File: src/rtl/vram_port_arbiter.sv
// vram_port_arbiter: shares the single-port video RAM between the display
// scanout reader (strict priority) and buffered CPU pixel writes. CPU writes
// are range-checked, linearised to a RAM address and queued in a small FIFO
// that drains on any cycle without a scanout request.
module vram_port_arbiter #(
    parameter int H_RES      = 320,
    parameter int V_RES      = 384,
    parameter int ADDR_W     = 17,
    parameter int FIFO_DEPTH = 8
) (
    input  logic              Clock,
    input  logic              Reset,
    input  logic              iCpuWrEn,
    input  logic [15:0]       iCpuCol,
    input  logic [15:0]       iCpuRow,
    input  logic [2:0]        iCpuColor,
    output logic              oCpuStall,
    input  logic              iScanRdReq,
    input  logic [ADDR_W-1:0] iScanAddr,
    output logic              oScanRdValid,
    output logic [2:0]        oScanRdData,
    output logic [ADDR_W-1:0] oRamAddr,
    output logic              oRamWrEn,
    output logic [2:0]        oRamWrData,
    input  logic [2:0]        iRamRdData,
    output logic              oOverflow,
    output logic              oDropped,
    output logic [3:0]        oFifoLevel
);

    localparam int PTR_W = $clog2(FIFO_DEPTH);

    localparam logic [1:0] ST_IDLE  = 2'd0;
    localparam logic [1:0] ST_SCAN  = 2'd1;
    localparam logic [1:0] ST_WRITE = 2'd2;

    logic [1:0]        state_q, state_d;
    logic [ADDR_W-1:0] fifo_addr_q  [FIFO_DEPTH];
    logic [2:0]        fifo_color_q [FIFO_DEPTH];
    logic [PTR_W-1:0]  wr_ptr_q, wr_ptr_d;
    logic [PTR_W-1:0]  rd_ptr_q, rd_ptr_d;
    logic [3:0]        level_q, level_d;
    logic              stall_q, stall_d;
    logic              ovf_q, ovf_d;
    logic              dropped_q, dropped_d;
    logic              scan_vld_q, scan_vld_d;
    logic [ADDR_W-1:0] ram_addr_q, ram_addr_d;
    logic              ram_wren_q, ram_wren_d;
    logic [2:0]        ram_wdata_q, ram_wdata_d;

    logic              in_range_s;
    logic              push_s;
    logic              pop_s;
    logic [ADDR_W-1:0] lin_addr_s;

    // Classify the incoming CPU write and decide whether the FIFO moves this cycle.
    always_comb begin
        in_range_s = (32'(iCpuCol) < 32'(H_RES)) && (32'(iCpuRow) < 32'(V_RES));
        lin_addr_s = ADDR_W'(32'(iCpuRow) * 32'(H_RES) + 32'(iCpuCol));
        // Stall is the registered full flag, so a push in a full cycle is lost
        // even if a pop frees a slot in that same cycle.
        push_s     = iCpuWrEn && in_range_s && !stall_q;
        pop_s      = !iScanRdReq && (level_q != 4'd0);
    end

    // Grant arbitration: scanout first, then the FIFO head, otherwise idle.
    always_comb begin
        state_d     = ST_IDLE;
        ram_addr_d  = ram_addr_q;
        ram_wren_d  = 1'b0;
        ram_wdata_d = ram_wdata_q;
        if (iScanRdReq) begin
            state_d    = ST_SCAN;
            ram_addr_d = iScanAddr;
        end else if (level_q != 4'd0) begin
            state_d     = ST_WRITE;
            ram_addr_d  = fifo_addr_q[rd_ptr_q];
            ram_wdata_d = fifo_color_q[rd_ptr_q];
            ram_wren_d  = 1'b1;
        end else begin
            state_d = ST_IDLE;
        end
    end

    // FIFO pointers, occupancy and status flags for the next cycle.
    always_comb begin
        wr_ptr_d = push_s ? (wr_ptr_q + PTR_W'(1'b1)) : wr_ptr_q;
        rd_ptr_d = pop_s  ? (rd_ptr_q + PTR_W'(1'b1)) : rd_ptr_q;
        case ({push_s, pop_s})
            2'b10:   level_d = level_q + 4'd1;
            2'b01:   level_d = level_q - 4'd1;
            default: level_d = level_q;
        endcase
        stall_d    = (level_d == 4'(FIFO_DEPTH));
        ovf_d      = ovf_q | (iCpuWrEn && in_range_s && stall_q);
        dropped_d  = iCpuWrEn && !in_range_s;
        // The RAM returns data one cycle after a scan address was presented.
        scan_vld_d = (state_q == ST_SCAN);
    end

    // Control state, status flags and the registered RAM interface.
    always_ff @(posedge Clock or negedge Reset) begin
        if (!Reset) begin
            state_q     <= ST_IDLE;
            wr_ptr_q    <= '0;
            rd_ptr_q    <= '0;
            level_q     <= 4'd0;
            stall_q     <= 1'b0;
            ovf_q       <= 1'b0;
            dropped_q   <= 1'b0;
            scan_vld_q  <= 1'b0;
            ram_addr_q  <= '0;
            ram_wren_q  <= 1'b0;
            ram_wdata_q <= 3'd0;
        end else begin
            state_q     <= state_d;
            wr_ptr_q    <= wr_ptr_d;
            rd_ptr_q    <= rd_ptr_d;
            level_q     <= level_d;
            stall_q     <= stall_d;
            ovf_q       <= ovf_d;
            dropped_q   <= dropped_d;
            scan_vld_q  <= scan_vld_d;
            ram_addr_q  <= ram_addr_d;
            ram_wren_q  <= ram_wren_d;
            ram_wdata_q <= ram_wdata_d;
        end
    end

    // FIFO storage: accepted writes land at the write pointer.
    always_ff @(posedge Clock or negedge Reset) begin
        if (!Reset) begin
            for (int i = 0; i < FIFO_DEPTH; i++) begin
                fifo_addr_q[i]  <= '0;
                fifo_color_q[i] <= 3'd0;
            end
        end else if (push_s) begin
            fifo_addr_q[wr_ptr_q]  <= lin_addr_s;
            fifo_color_q[wr_ptr_q] <= iCpuColor;
        end else begin
            fifo_addr_q[wr_ptr_q]  <= fifo_addr_q[wr_ptr_q];
            fifo_color_q[wr_ptr_q] <= fifo_color_q[wr_ptr_q];
        end
    end

    assign oCpuStall    = stall_q;
    assign oScanRdValid = scan_vld_q;
    assign oScanRdData  = scan_vld_q ? iRamRdData : 3'd0;
    assign oRamAddr     = ram_addr_q;
    assign oRamWrEn     = ram_wren_q;
    assign oRamWrData   = ram_wdata_q;
    assign oOverflow    = ovf_q;
    assign oDropped     = dropped_q;
    assign oFifoLevel   = level_q;

endmodule

File: config.mk
export PLATFORM = sky130hd
export DESIGN_NAME = vram_port_arbiter
export DESIGN_NICKNAME = d
export VERILOG_FILES = /design/src/rtl/vram_port_arbiter.sv
export SDC_FILE = /design/constraint.sdc
export NUM_CORES = 1
export LEC_CHECK = 0
export ABC_AREA = 0
export BUFFER_PORTS_ARGS = -buffer_cell sky130_fd_sc_hd__clkbuf_2
export CORE_MARGIN = 10
export CORE_UTILIZATION = 45
export DETAILED_ROUTE_END_ITERATION = 6
export PLACE_DENSITY = 0.74
export SLEW_MARGIN = 20
export SYNTH_ARGS = -nofsm -noshare
export SYNTH_HDL_FRONTEND = slang
export SYNTH_SLANG_ARGS = --single-unit
File: constraint.sdc
create_clock -name Clock -period 3 [get_ports Clock]
set_input_delay 0 -clock Clock [delete_from_list [all_inputs] [get_ports Clock]]
set_output_delay 0 -clock Clock [all_outputs]
set_load 0.1 [all_outputs]
Yosys cells after proc, flatten, opt, wreduce, memory -nomap -nowiden:

Index checks and enable logic that the tools add are counted.

* add/sub/neg operators: 5
* multiply operators: 1
* $lt $le $gt $ge: 5
* equal/unequal tests: 4
* multiplexer cells: 30
* bitwise gates (word level): 4
* reductions and logical operators: 13

Operator list (count)
* bitwise mux 136 bit: 2
* two-way mux 136 bit: 1
* two-way mux 17 bit: 7
* binary-select mux 17 bit (select 3 bit): 2
* demux 17 bit (select 3 bit): 1
* bitwise mux 24 bit: 2
* less-than comparator 16 x 9 -> 1 bit, second input constant: 2
* two-way mux 24 bit: 1
* binary-select mux 3 bit (select 3 bit): 2
* two-way mux 3 bit: 6
* adder 17 x 16 -> 17 bit: 1
* multiplier 16 x 3 -> 11 bit, second input constant: 1
* demux 3 bit (select 3 bit): 1
* greater-or-equal comparator 4 bit, second input constant: 2
* inverter 3 -> 4 bit: 2
* one-hot mux 4 bit (2 select lines): 1
* logical AND 1 bit: 7
* adder 3 x 1 -> 3 bit, second input constant: 2
* adder 4 x 1 -> 4 bit, second input constant: 1
* == test 2 x 1 -> 1 bit, second input constant: 2
* == test 4 bit, second input constant: 1
* less-than comparator 4 x 1 -> 1 bit, second input constant: 1
* two-way mux 2 bit: 2
* nonzero test 4 bit: 1
* 8 further kinds: 11

* register bits: 197
* input bits: 59
* output and inout bits: 32
* word-level logic and storage cells: 89

Longest topological paths before layout:

Gate-level depths: netlist of run 1.

* depth in word-level cells: 7
* mapped depth: 16

Worst setup path after synthesis of run 1:

No wires, ideal clock.

* path type: register to register
* from: register level_q[0] (netlist: oFifoLevel[0])
* to: register stall_q (netlist: oCpuStall)
* arrival: 3.269 ns
* data required time: 2.895 ns
* slack: -0.375 ns
* stages on the path, launching flop included: 15
* period minus slack after synthesis: 3.375 ns
* cells stage by stage: dfrtp_1 > nor3_1 > nand2b_1 > clkbuf_1 > nor2b_1 > buf_2 > ha_1 > clkbuf_1 > xor2_1 > ha_1 > a21oi_1 > xor2_1 > nor2_1 > xor2_1 > nor4b_1

* cells in the longest elaborated chain, start to end: 5

Ends and longest elaborated chain
* start: declaration: RTL line 42 `logic [3:0] level_q, level_d;`
* start signal: assignment: RTL line 119 `level_q <= level_d;`
* nonzero test 4 bit (*): RTL line 63 `pop_s = !iScanRdReq && (level_q != 4'd0);`
* logical AND 1 bit (*): RTL line 63
* named net pop_s: RTL line 53 `logic pop_s;`
* == test 2 x 1 -> 1 bit / == test 2 bit (equally long branches): RTL line 89 `case ({push_s, pop_s})`
* one-hot mux 4 bit (2 select lines) (*): RTL line 89
* named net level_d[2]: RTL line 42
* == test 4 bit (*): RTL line 94 `stall_d = (level_d == 4'(FIFO_DEPTH));`
* named net stall_d: RTL line 43 `logic stall_q, stall_d;`
* end signal: assignment: RTL line 120 `stall_q <= stall_d;`
* end: declaration: RTL line 43

The timed path passes the listed nets; every way through them passes the cells marked *.
A chain may end at the register's enable or synchronous reset.

Worst setup path in the final report of run 1:

* from: input iCpuRow[1]
* to: register fifo_addr_q[84] (netlist name)

* cells in the longest elaborated chain, start to end: 5

Ends and longest elaborated chain
* start: declaration: RTL line 15 `input logic [15:0] iCpuRow,`
* branches (longest 4 deep; another with adder 17 x 16 -> 17 bit)
* two-way mux 136 bit (*): RTL line 137 `end else if (push_s) begin`
* end signal: indexed assignment: RTL line 138 `fifo_addr_q[wr_ptr_q] <= lin_addr_s;`
* end signal: indexed assignment: RTL line 141 `fifo_addr_q[wr_ptr_q] <= fifo_addr_q[wr_ptr_q];`
* end: declaration: RTL line 38 `logic [ADDR_W-1:0] fifo_addr_q [FIFO_DEPTH];`

Every way passes the cells marked *.

==> metrics.yaml, run 1 <==
sta:
  fin_ws_ns: 0.216
  hold-worst-slack_ns: 0.0322
  setup_viol: 0
  fmax_mhz: 359
  rsz0062_at_grt: "false"
  worstMarginPinSlew_ns: 0.847
  finalMaxSlewViolations: 0
  fin_crit_sh: 0.928
  fin_tns_setup_ns: 0
  hold_viol: 0
  slew-limit-headroom: 0.433
  clock_skew_ns: 0.0129
  period_needed_ns: 2.78
synthesis:
  synth-seq-area-share: 0.448
  yosys_warnings: 0
  syn_nets: 1165
  yosysUniqueCellTypes: 59
  syn_area_per_cell_um2: 10.2
  synth-seq-cells: 196
  synth_area_leader_cell: "dfrtp_1"
  ys_top_cells_by_area: "dfrtp_1 (45%), mux4_2 (12%), o21ai_0 (8.5%), nand2_1 (7.8%), ha_1 (3.4%)"
  syn_area_um2: 10900
  synth.top_cell.area_share: 0.448
  synthFlopType: "dfrtp_1"
  syn_inst: 1074
  synth-edff-count: 0
  synth-async-reset-ratio: 1.00
layout:
  diodes: 0
  syn2layout_area_growth_pct: 16.7
  fillerInstances: 2141
  final_cell_mix: "nand2_1 (227), dfrtp_1 (188), o21ai_0 (185)"
  final_common_cell: "nand2_1"
  instances_no_fill: 1527
  nets: 1281
  fin_util: 0.530
  drive_gt1_frac: 0.239
cts:
  cts_htree_levels: 4
  path_clk_slew_ns: 0.08
  cts_root_buf: "clkbuf_16"
  clockBufferDepth: 2
  clk_latency_ns: 0.44
  cts.sinks: 196
  cts_tree: "built"
  cts_buffers: 17
floorplan:
  rows: 57
  die_w_um: 176
  dieArea_um2: 31000
  start_util: 0.454
  die_y_um: 176
  ios: 91
  core_um2: 24100
power:
  power_density_nw_per_um2: 582
  worst_ir_drop_vdd_uv: 434
  p_leak_nw: 5.40
placement:
  gp_congestion: 0.856
  portBuffers: 90
  dp_cells: 1470
  place_ws_ns: -0.380
  dp_hpwl_um: 20600
routing:
  initialDrtViolationCount: 781
  wl_per_cell_um: 20.0
  route.detailed.drc: 0
  wirelength_um: 30500
  dr.pass1.iters: 5
  postRouteAntennaNets: 0
  vias: 8922
  vias_per_cell: 5.84
worst_setup_path:
  ff2ff_path_depth: 11
  path_cells: "clkbuf_2 > ha_1 > ha_1 > fa_1 > a21o_1 > a21oi_2 > o21bai_1 > a21oi_1 > xnor2_1 > ha_1 > nand2_1 > nand2b_1 > a41oi_1 > nor3_1 > or3b_4 > a31oi_1"
  r2r_start: "oFifoLevel[0]$_DFF_PN0_"
  crit_path_top_delay_cell: "or3b_4"
  path_max_fanout: 8
  reg2reg_to: "oCpuStall$_DFF_PN0_"
  critPathMaxStageDelay_ns: 0.44
  crit_top_cell: "ha_1"
  worstSetupPathType: "in2reg"
  critPathLaunch: "iCpuRow[1]"
  cp.arrival_ns: 3.13
  cp.required_ns: 3.35
  cp-start-kind: "input port"
  setup.worst_path.end: "fifo_addr_q[84]$_DFFE_PN0P_"
  end_kind: "flip-flop"
  r2r_slack_ns: 0.29
run:
  cap_violations: 0
global_route:
  grt_max_degree: 72
  grt-ovfl-total: 0
  antenna_found_initial: 0
  grt_pass1_vias: 8919
  grt_pass1_wl_um: 49200
  grt_usage: 0.198
worst_hold_path:
  hold_path.class: "in2reg"
outcome:
  outcome: "finished clean"
cell usage after synthesis, types with 6 or more instances:
cell type / number
a21oi_1: 22
a221oi_1: 13
a22oi_1: 8
a31oi_1: 8
and2_1: 8
buf_1: 7
buf_2: 16
buf_6: 8
clkbuf_1: 45
dfrtp_1: 196
ha_1: 30
mux2_2: 14
mux2i_1: 31
mux4_2: 59
nand2_1: 227
nand2b_1: 6
nand3_1: 24
nor2_1: 35
nor2b_1: 12
nor3_1: 8
o211ai_1: 7
o21ai_0: 186
o21ai_1: 7
o311ai_0: 8
xnor2_1: 13
xor2_1: 9
logic make-up (layout without fill, tap and decap cells):
logic type,after synthesis,after routing,share of synthesized area
DFF,196,196,0.448
buffers and inverters,84,213,0.0378
xor gates and xnor gates,22,22,0.0176
muxes,107,107,0.170
and+or+nand+nor,337,337,0.130
AOI/OAI and AO/OA,296,296,0.159
adders and majority gates,32,32,0.0379
critical path: cells and delay by family:
family | cells | cell delay, ns
adders and majority gates | 4 | 1.21
AOI/OAI and AO/OA | 6 | 1.03
and+or+nand+nor | 4 | 0.67
xor gates and xnor gates | 1 | 0.14
buffers and inverters | 1 | 0.09
what timing repair did:
| action | in CTS | in global routing |
|---|---|---|
| resized for setup | 1 | 6 |
| pin swaps | 0 | 0 |
| buffers inserted | 0 | 0 |
| hold buffers | 25 | 0 |
| setup endpoints to repair | 1 | 15 |
| endpoints found under the hold margin | 125 | 0 |
sequential cells by signal, indices dropped and copies added (netlist names):
name,cells
fifo_addr_q,136
fifo_color_q,24
oRamAddr,17
oFifoLevel,4
oRamWrData,3
rd_ptr_q,3
wr_ptr_q,3
oCpuStall,1
oDropped,1
oOverflow,1
oRamWrEn,1
oScanRdValid,1
state_q,1
per-layer routing:
metal,global-route usage,routed length (um),part of all wire,up-vias
li1,-,-,-,4121
met1,0.267,13300,0.43,4358
met2,0.319,14200,0.46,392
met3,0.0423,2530,0.083,51
met4,0.0544,531,0.017,0
met5,0,0,0,-
how the worst min path moves through the flow:
stage / to / start / slack (ns) / cells after the start
5_1_grt: oDropped$_DFF_PN0_ / iCpuCol[8] / 0.06 / 4
2_1_floorplan: fifo_addr_q[0]$_DFFE_PN0P_ / Reset / -0.30 / 0
3_5_place_dp: fifo_addr_q[56]$_DFFE_PN0P_ / Reset / 0.05 / 1
3_3_place_gp: fifo_addr_q[56]$_DFFE_PN0P_ / Reset / 0.05 / 1
4_1_cts: oDropped$_DFF_PN0_ / iCpuCol[8] / 0.02 / 4
6_report: oDropped$_DFF_PN0_ / iCpuCol[8] / 0.03 / 4
layout make-up:
type                       count  area (um^2)  area share
tap                          324          405      0.0317
timing repair buffer         178         1210      0.0945
multi-input combinational    794         5650       0.442
clock buffer                  18          439      0.0344
inverter                       3         11.3    0.000881
clock inverter                14          145      0.0114
sequential                   196         4920       0.385
stage by stage:
step                power [mW]  area (um^2)
floorplan                 4.53        11000
global placement          5.12        11900
detailed placement        5.16        11900
CTS                       7.45        12800
global route              7.78        12800
finish                    7.44        12800
power by group:
group	internal, mW	switching, mW
combinational	0.794	1.41
sequential	2.76	0.195
clock	1.19	1.09
(Power assumes the default switching activity.)
==> inputs of run 2 (changes only) <==
--- a/config.mk
+++ b/config.mk
@@ -7,7 +7,7 @@
 export LEC_CHECK = 0
 export ABC_AREA = 0
 export BUFFER_PORTS_ARGS = -buffer_cell sky130_fd_sc_hd__clkbuf_2
-export CORE_MARGIN = 10
+export CORE_MARGIN = 2
 export CORE_UTILIZATION = 45
 export DETAILED_ROUTE_END_ITERATION = 6
 export PLACE_DENSITY = 0.74
==> metrics.yaml, run 2 (synthesis gave the netlist of run 1 again) <==
outcome:
  outcome: "finished clean"
worst_setup_path:
  cp.required_ns: 3.34
  crit_family: "simple AND/OR/NAND/NOR gates"
  crit_top_cell: "xor2_1"
  critPathBufInv: 0
  r2r_start: "oFifoLevel[0]$_DFF_PN0_"
  r2r_slack_ns: 0.17
  critPathMaxStageDelay_ns: 0.51
  setup.worst_path.end: "oCpuStall$_DFF_PN0_"
  path_cells: "nor3_1 > nand2b_1 > nor2b_1 > ha_1 > xor2_1 > ha_1 > a21oi_1 > xor2_1 > nor2_1 > xor2_1 > nor4b_2"
  ff2ff_path_depth: 11
  reg2reg_to: "oCpuStall$_DFF_PN0_"
  cp.arrival_ns: 3.17
  cp-start-kind: "flip-flop"
  crit_path_top_delay_cell: "dfrtp_4"
  worstSetupPathType: "reg2reg"
  path_depth: 11
  critPathLaunch: "oFifoLevel[0]$_DFF_PN0_"
  end_kind: "flip-flop"
  path_max_fanout: 5
cts:
  cts_htree_levels: 4
  cts_tree: "built"
  cts.sinks: 196
  cts_buffers: 17
  path_clk_slew_ns: 0.08
  cts_root_buf: "clkbuf_16"
  clk_latency_ns: 0.45
  post-cts-setup-buffer-count: 0
  clockBufferDepth: 2
placement:
  dp_hpwl_um: 19300
  place_ws_ns: -0.350
  portBuffers: 90
  gp_congestion: 0.850
floorplan:
  ios: 91
  core_um2: 24100
  rows: 57
  die_y_um: 160
  dieArea_um2: 25600
  start_util: 0.454
  die_w_um: 160
sta:
  slew-limit-headroom: 0.424
  fin_tns_setup_ns: 0
  rsz0062_at_grt: "false"
  fin_crit_sh: 0.943
  fin_ws_ns: 0.172
  fmax_mhz: 354
  worstMarginPinSlew_ns: 0.855
  hold_viol: 0
  setup_viol: 0
  finalMaxSlewViolations: 0
  period_needed_ns: 2.83
  clock_skew_ns: 0.0176
layout:
  largest-register: "fifo_addr_q"
  final_cell_mix: "nand2_1 (227), dfrtp_1 (188), o21ai_0 (185)"
  final_common_cell: "nand2_1"
  diodes: 0
  drive_gt1_frac: 0.236
  fillerInstances: 2101
  nets: 1278
  largest_reg_flops: 136
  syn2layout_area_growth_pct: 17.1
global_route:
  grt_pass1_vias: 8976
  grt_usage: 0.235
  grt_max_degree: 87
  grt-ovfl-total: 0
  grt_pass1_wl_um: 47600
  antenna_found_initial: 0
worst_hold_path:
  hold_path.class: "in2reg"
routing:
  vias_per_cell: 5.87
  wl_per_cell_um: 19.1
  dr.pass1.iters: 5
  wirelength_um: 29100
  initialDrtViolationCount: 737
  route.detailed.drc: 0
  postRouteAntennaNets: 0
  vias: 8941
power:
  worst_ir_drop_vdd_uv: 332
  p_leak_nw: 5.42
  power_density_nw_per_um2: 586
  power_mw: 7.51
run:
  cap_violations: 0
==> run 2: through the flow <==
| stage | utilization | hold slack, ns | cell area [um^2] | cells |
|---|---|---|---|---|
| after floorplan | - | -0.296 | 11000 | 1074 |
| after global placement | 0.495 | 0.0939 | 11900 | 1468 |
| after detailed placement | 0.495 | 0.0955 | 11900 | 1468 |
| after CTS | 0.531 | 0.00612 | 12800 | 1524 |
| after global routing | 0.532 | 0.0104 | 12800 | 1524 |
| final | 0.532 | 0.00424 | 12800 | 1524 |
==> run 2: final cells by class <==
class / instances / area, um^2 / share of cell area
clock inverter: 11 / 140 / 0.0109
multi-input combinational: 794 / 5640 / 0.440
tap: 324 / 405 / 0.0316
timing repair buffer: 175 / 1220 / 0.0952
clock buffer: 21 / 480 / 0.0375
inverter: 3 / 11.3 / 0.000878
sequential: 196 / 4920 / 0.384
==> run 2: timing repair <==
action,CTS,global route
setup endpoints to repair,0,25
hold buffers,24,0
resized for setup,0,5
hold endpoints to repair,134,0
==> run 2: where the power goes <==
part	internal, mW	switching [mW]	leakage [nW]
registers	2.77	0.113	1.81
clock network	1.34	1.06	0.303
logic	0.775	1.46	3.30
total	4.88	2.63	5.42
==> run 2: metal layers <==
| layer | vias to the layer above | share of wire | global-route usage | routed length [um] |
|---|---|---|---|---|
| met5 | - | 0 | 0 | 0 |
| met4 | 0 | 0.025 | 0.0815 | 715 |
| met3 | 60 | 0.081 | 0.0426 | 2360 |
| met2 | 427 | 0.47 | 0.377 | 13600 |
| met1 | 4334 | 0.43 | 0.324 | 12400 |
| li1 | 4120 | - | - | - |
==> run 2: worst min-delay path by stage <==
| stage | start | endpoint | slack [ns] | cells past startpoint |
|---|---|---|---|---|
| 2_1_floorplan | Reset | fifo_addr_q[0]$_DFFE_PN0P_ | -0.30 | 0 |
| 3_5_place_dp | Reset | oRamAddr[6]$_DFFE_PN0P_ | 0.1 | 1 |
| 4_1_cts | iScanRdReq | state_q[0]$_DFF_PN0_ | 0.006 | 2 |
| 5_1_grt | iScanRdReq | state_q[0]$_DFF_PN0_ | 0.01 | 2 |
| 6_report | iScanRdReq | state_q[0]$_DFF_PN0_ | 0.004 | 2 |
| 3_3_place_gp | Reset | oRamAddr[6]$_DFFE_PN0P_ | 0.09 | 1 |
==> run 2: worst reg2reg max path: stages, from the launching register on <==
cell	delay, ns
dfrtp_4	0.51
nor3_1	0.28
nand2b_1	0.23
nor2b_1	0.29
ha_1	0.26
xor2_1	0.15
ha_1	0.17
a21oi_1	0.14
xor2_1	0.16
nor2_1	0.07
xor2_1	0.17
nor4b_2	0.29
==> inputs of run 3 (changes only) <==
--- a/config.mk
+++ b/config.mk
@@ -7,6 +7,7 @@
 export LEC_CHECK = 0
 export ABC_AREA = 0
 export BUFFER_PORTS_ARGS = -buffer_cell sky130_fd_sc_hd__clkbuf_2
+export CORE_ASPECT_RATIO = 0.7
 export CORE_MARGIN = 2
 export CORE_UTILIZATION = 45
 export DETAILED_ROUTE_END_ITERATION = 6
==> metrics.yaml, run 3 (synthesis gave the netlist of run 1 again) <==
outcome:
  outcome: "finished clean"
routing:
  postRouteAntennaNets: 0
  route.detailed.drc: 0
  dr.pass1.iters: 5
  initialDrtViolationCount: 697
  wl_per_cell_um: 19.9
  wirelength_um: 30100
  vias: 8849
  vias_per_cell: 5.84
worst_setup_path:
  cp.arrival_ns: 3.18
  path_max_fanout: 8
  crit_top_cell: "ha_1"
  end_kind: "flip-flop"
  critPathMaxStageDelay_ns: 0.44
  worstSetupPathType: "in2reg"
  cp-start-kind: "input port"
  cp.required_ns: 3.36
  crit_path_top_delay_cell: "or3b_4"
  path_cells: "clkbuf_2 > ha_1 > ha_1 > fa_1 > a21o_1 > a21oi_2 > o21bai_1 > a21oi_1 > xnor2_1 > ha_1 > nand2_1 > nand2b_1 > a41oi_1 > nor3_1 > or3b_4 > a31oi_1"
cts:
  path_clk_slew_ns: 0.07
  cts.sinks: 196
  cts_buffers: 17
  cts_tree: "built"
  cts_htree_levels: 4
  clk_latency_ns: 0.45
  clockBufferDepth: 2
  cts_root_buf: "clkbuf_16"
floorplan:
  start_util: 0.461
  ios: 91
  die_w_um: 190
  rows: 47
  core_um2: 23800
  die_y_um: 134
  dieArea_um2: 25600
global_route:
  antenna_found_initial: 0
  grt_pass1_vias: 8793
  grt_usage: 0.245
  grt_pass1_wl_um: 48000
  grt-ovfl-total: 0
  grt_max_degree: 83
sta:
  clock_skew_ns: 0.0122
  fmax_mhz: 355
  fin_crit_sh: 0.940
  period_needed_ns: 2.82
  rsz0062_at_grt: "false"
  slew-limit-headroom: 0.289
  hold_viol: 0
  worstMarginPinSlew_ns: 1.06
  finalMaxSlewViolations: 0
  setup_viol: 0
  fin_ws_ns: 0.180
  hold-worst-slack_ns: 0.0521
layout:
  fillerInstances: 2127
  largest-register: "fifo_addr_q"
  syn2layout_area_growth_pct: 16.6
  final_cell_mix: "nand2_1 (227), dfrtp_1 (188), o21ai_0 (186)"
  drive_gt1_frac: 0.231
  diodes: 0
  final_common_cell: "nand2_1"
  largest_reg_flops: 136
  nets: 1275
power:
  worst_ir_drop_vdd_uv: 952
  p_leak_nw: 5.38
  power_density_nw_per_um2: 587
run:
  cap_violations: 0
placement:
  dp_hpwl_um: 20000
  portBuffers: 90
  gp_congestion: 0.846
  place_ws_ns: -0.383
worst_hold_path:
  hold_path.class: "in2reg"
[run 3: changes by cell type in the layout (fill, tap and decap cells not counted), sizes merged]
cell      previous run  this run
bufinv               2         3
clkbuf             111       108
clkinv               3         4
clkinvlp             1         4
inv                  8         6
buf                 61        58
[run 3: layout make-up]
cell class,count,area (um^2),area share
Timing Repair Buffer,172,1200,0.0938
Clock buffer,18,429,0.0336
Multi-Input combinational cell,794,5630,0.441
Tap cell,318,398,0.0312
Clock inverter,14,178,0.0139
Inverter,3,11.3,0.000882
Sequential cell,196,4920,0.385
[run 3: metal layers]
metal / vias to the layer above / wire length [um] / track usage
met5: - / 0 / 0
met4: 0 / 542 / 0.0715
met3: 39 / 2210 / 0.0517
met2: 336 / 14000 / 0.380
met1: 4362 / 13300 / 0.348
li1: 4112 / - / -
[run 3: path summary, 6_finish.rpt]
path | from | end | slack [ns] | cells past startpoint
min in group asynchronous | Reset | oRamWrData[0]$_DFFE_PN0P_ | 0.15 | 2
max | iCpuRow[1] | fifo_addr_q[50]$_DFFE_PN0P_ | 0.18 | 16
min | iScanRdReq | state_q[0]$_DFF_PN0_ | 0.05 | 2
max reg2reg | wr_ptr_q[2]$_DFFE_PN0N_ | fifo_addr_q[27]$_DFFE_PN0P_ | 0.34 | 5
max in group asynchronous | Reset | fifo_color_q[17]$_DFFE_PN0P_ | 1.92 | 3
min reg2reg | oRamWrEn$_DFF_PN0_ | oScanRdValid$_DFF_PN0_ | 0.42 | 1
[run 3: critical path: cells and delay by family]
family / cells / cell delay, ns
buffers and inverters: 1 / 0.09
adder cells (fa/ha/maj): 4 / 1.18
AND/OR/NAND/NOR: 4 / 0.70
AO/OA/AOI/OAI: 6 / 1.07
XOR/XNOR: 1 / 0.14
[run 3: per-stage QoR]
| stage | cells | instance area [um^2] | power (mW) | setup TNS (ns) | util |
|---|---|---|---|---|---|
| 2_1_floorplan | 1074 | 11000 | 4.53 | 0 | - |
| 3_3_place_gp | 1459 | 11900 | 5.12 | -3.47 | 0.501 |
| 3_5_place_dp | 1459 | 11900 | 5.14 | -5.57 | 0.501 |
| 4_1_cts | 1515 | 12800 | 7.54 | 0 | 0.537 |
| 5_1_grt | 1515 | 12800 | 7.80 | 0 | 0.537 |
| 6_report | 1515 | 12800 | 7.50 | 0 | 0.537 |
[run 3: timing repair]
action	CTS	global route
hold endpoints to repair	135	0
resized for setup	0	2
setup buffers	0	0
hold buffers	24	0
endpoints found under the setup margin	0	11
[run 3: report_power, final]
part / internal [mW] / switching [mW] / leakage, nW
registers: 2.77 / 0.146 / 1.81
clock network: 1.32 / 1.07 / 0.284
logic: 0.770 / 1.43 / 3.28
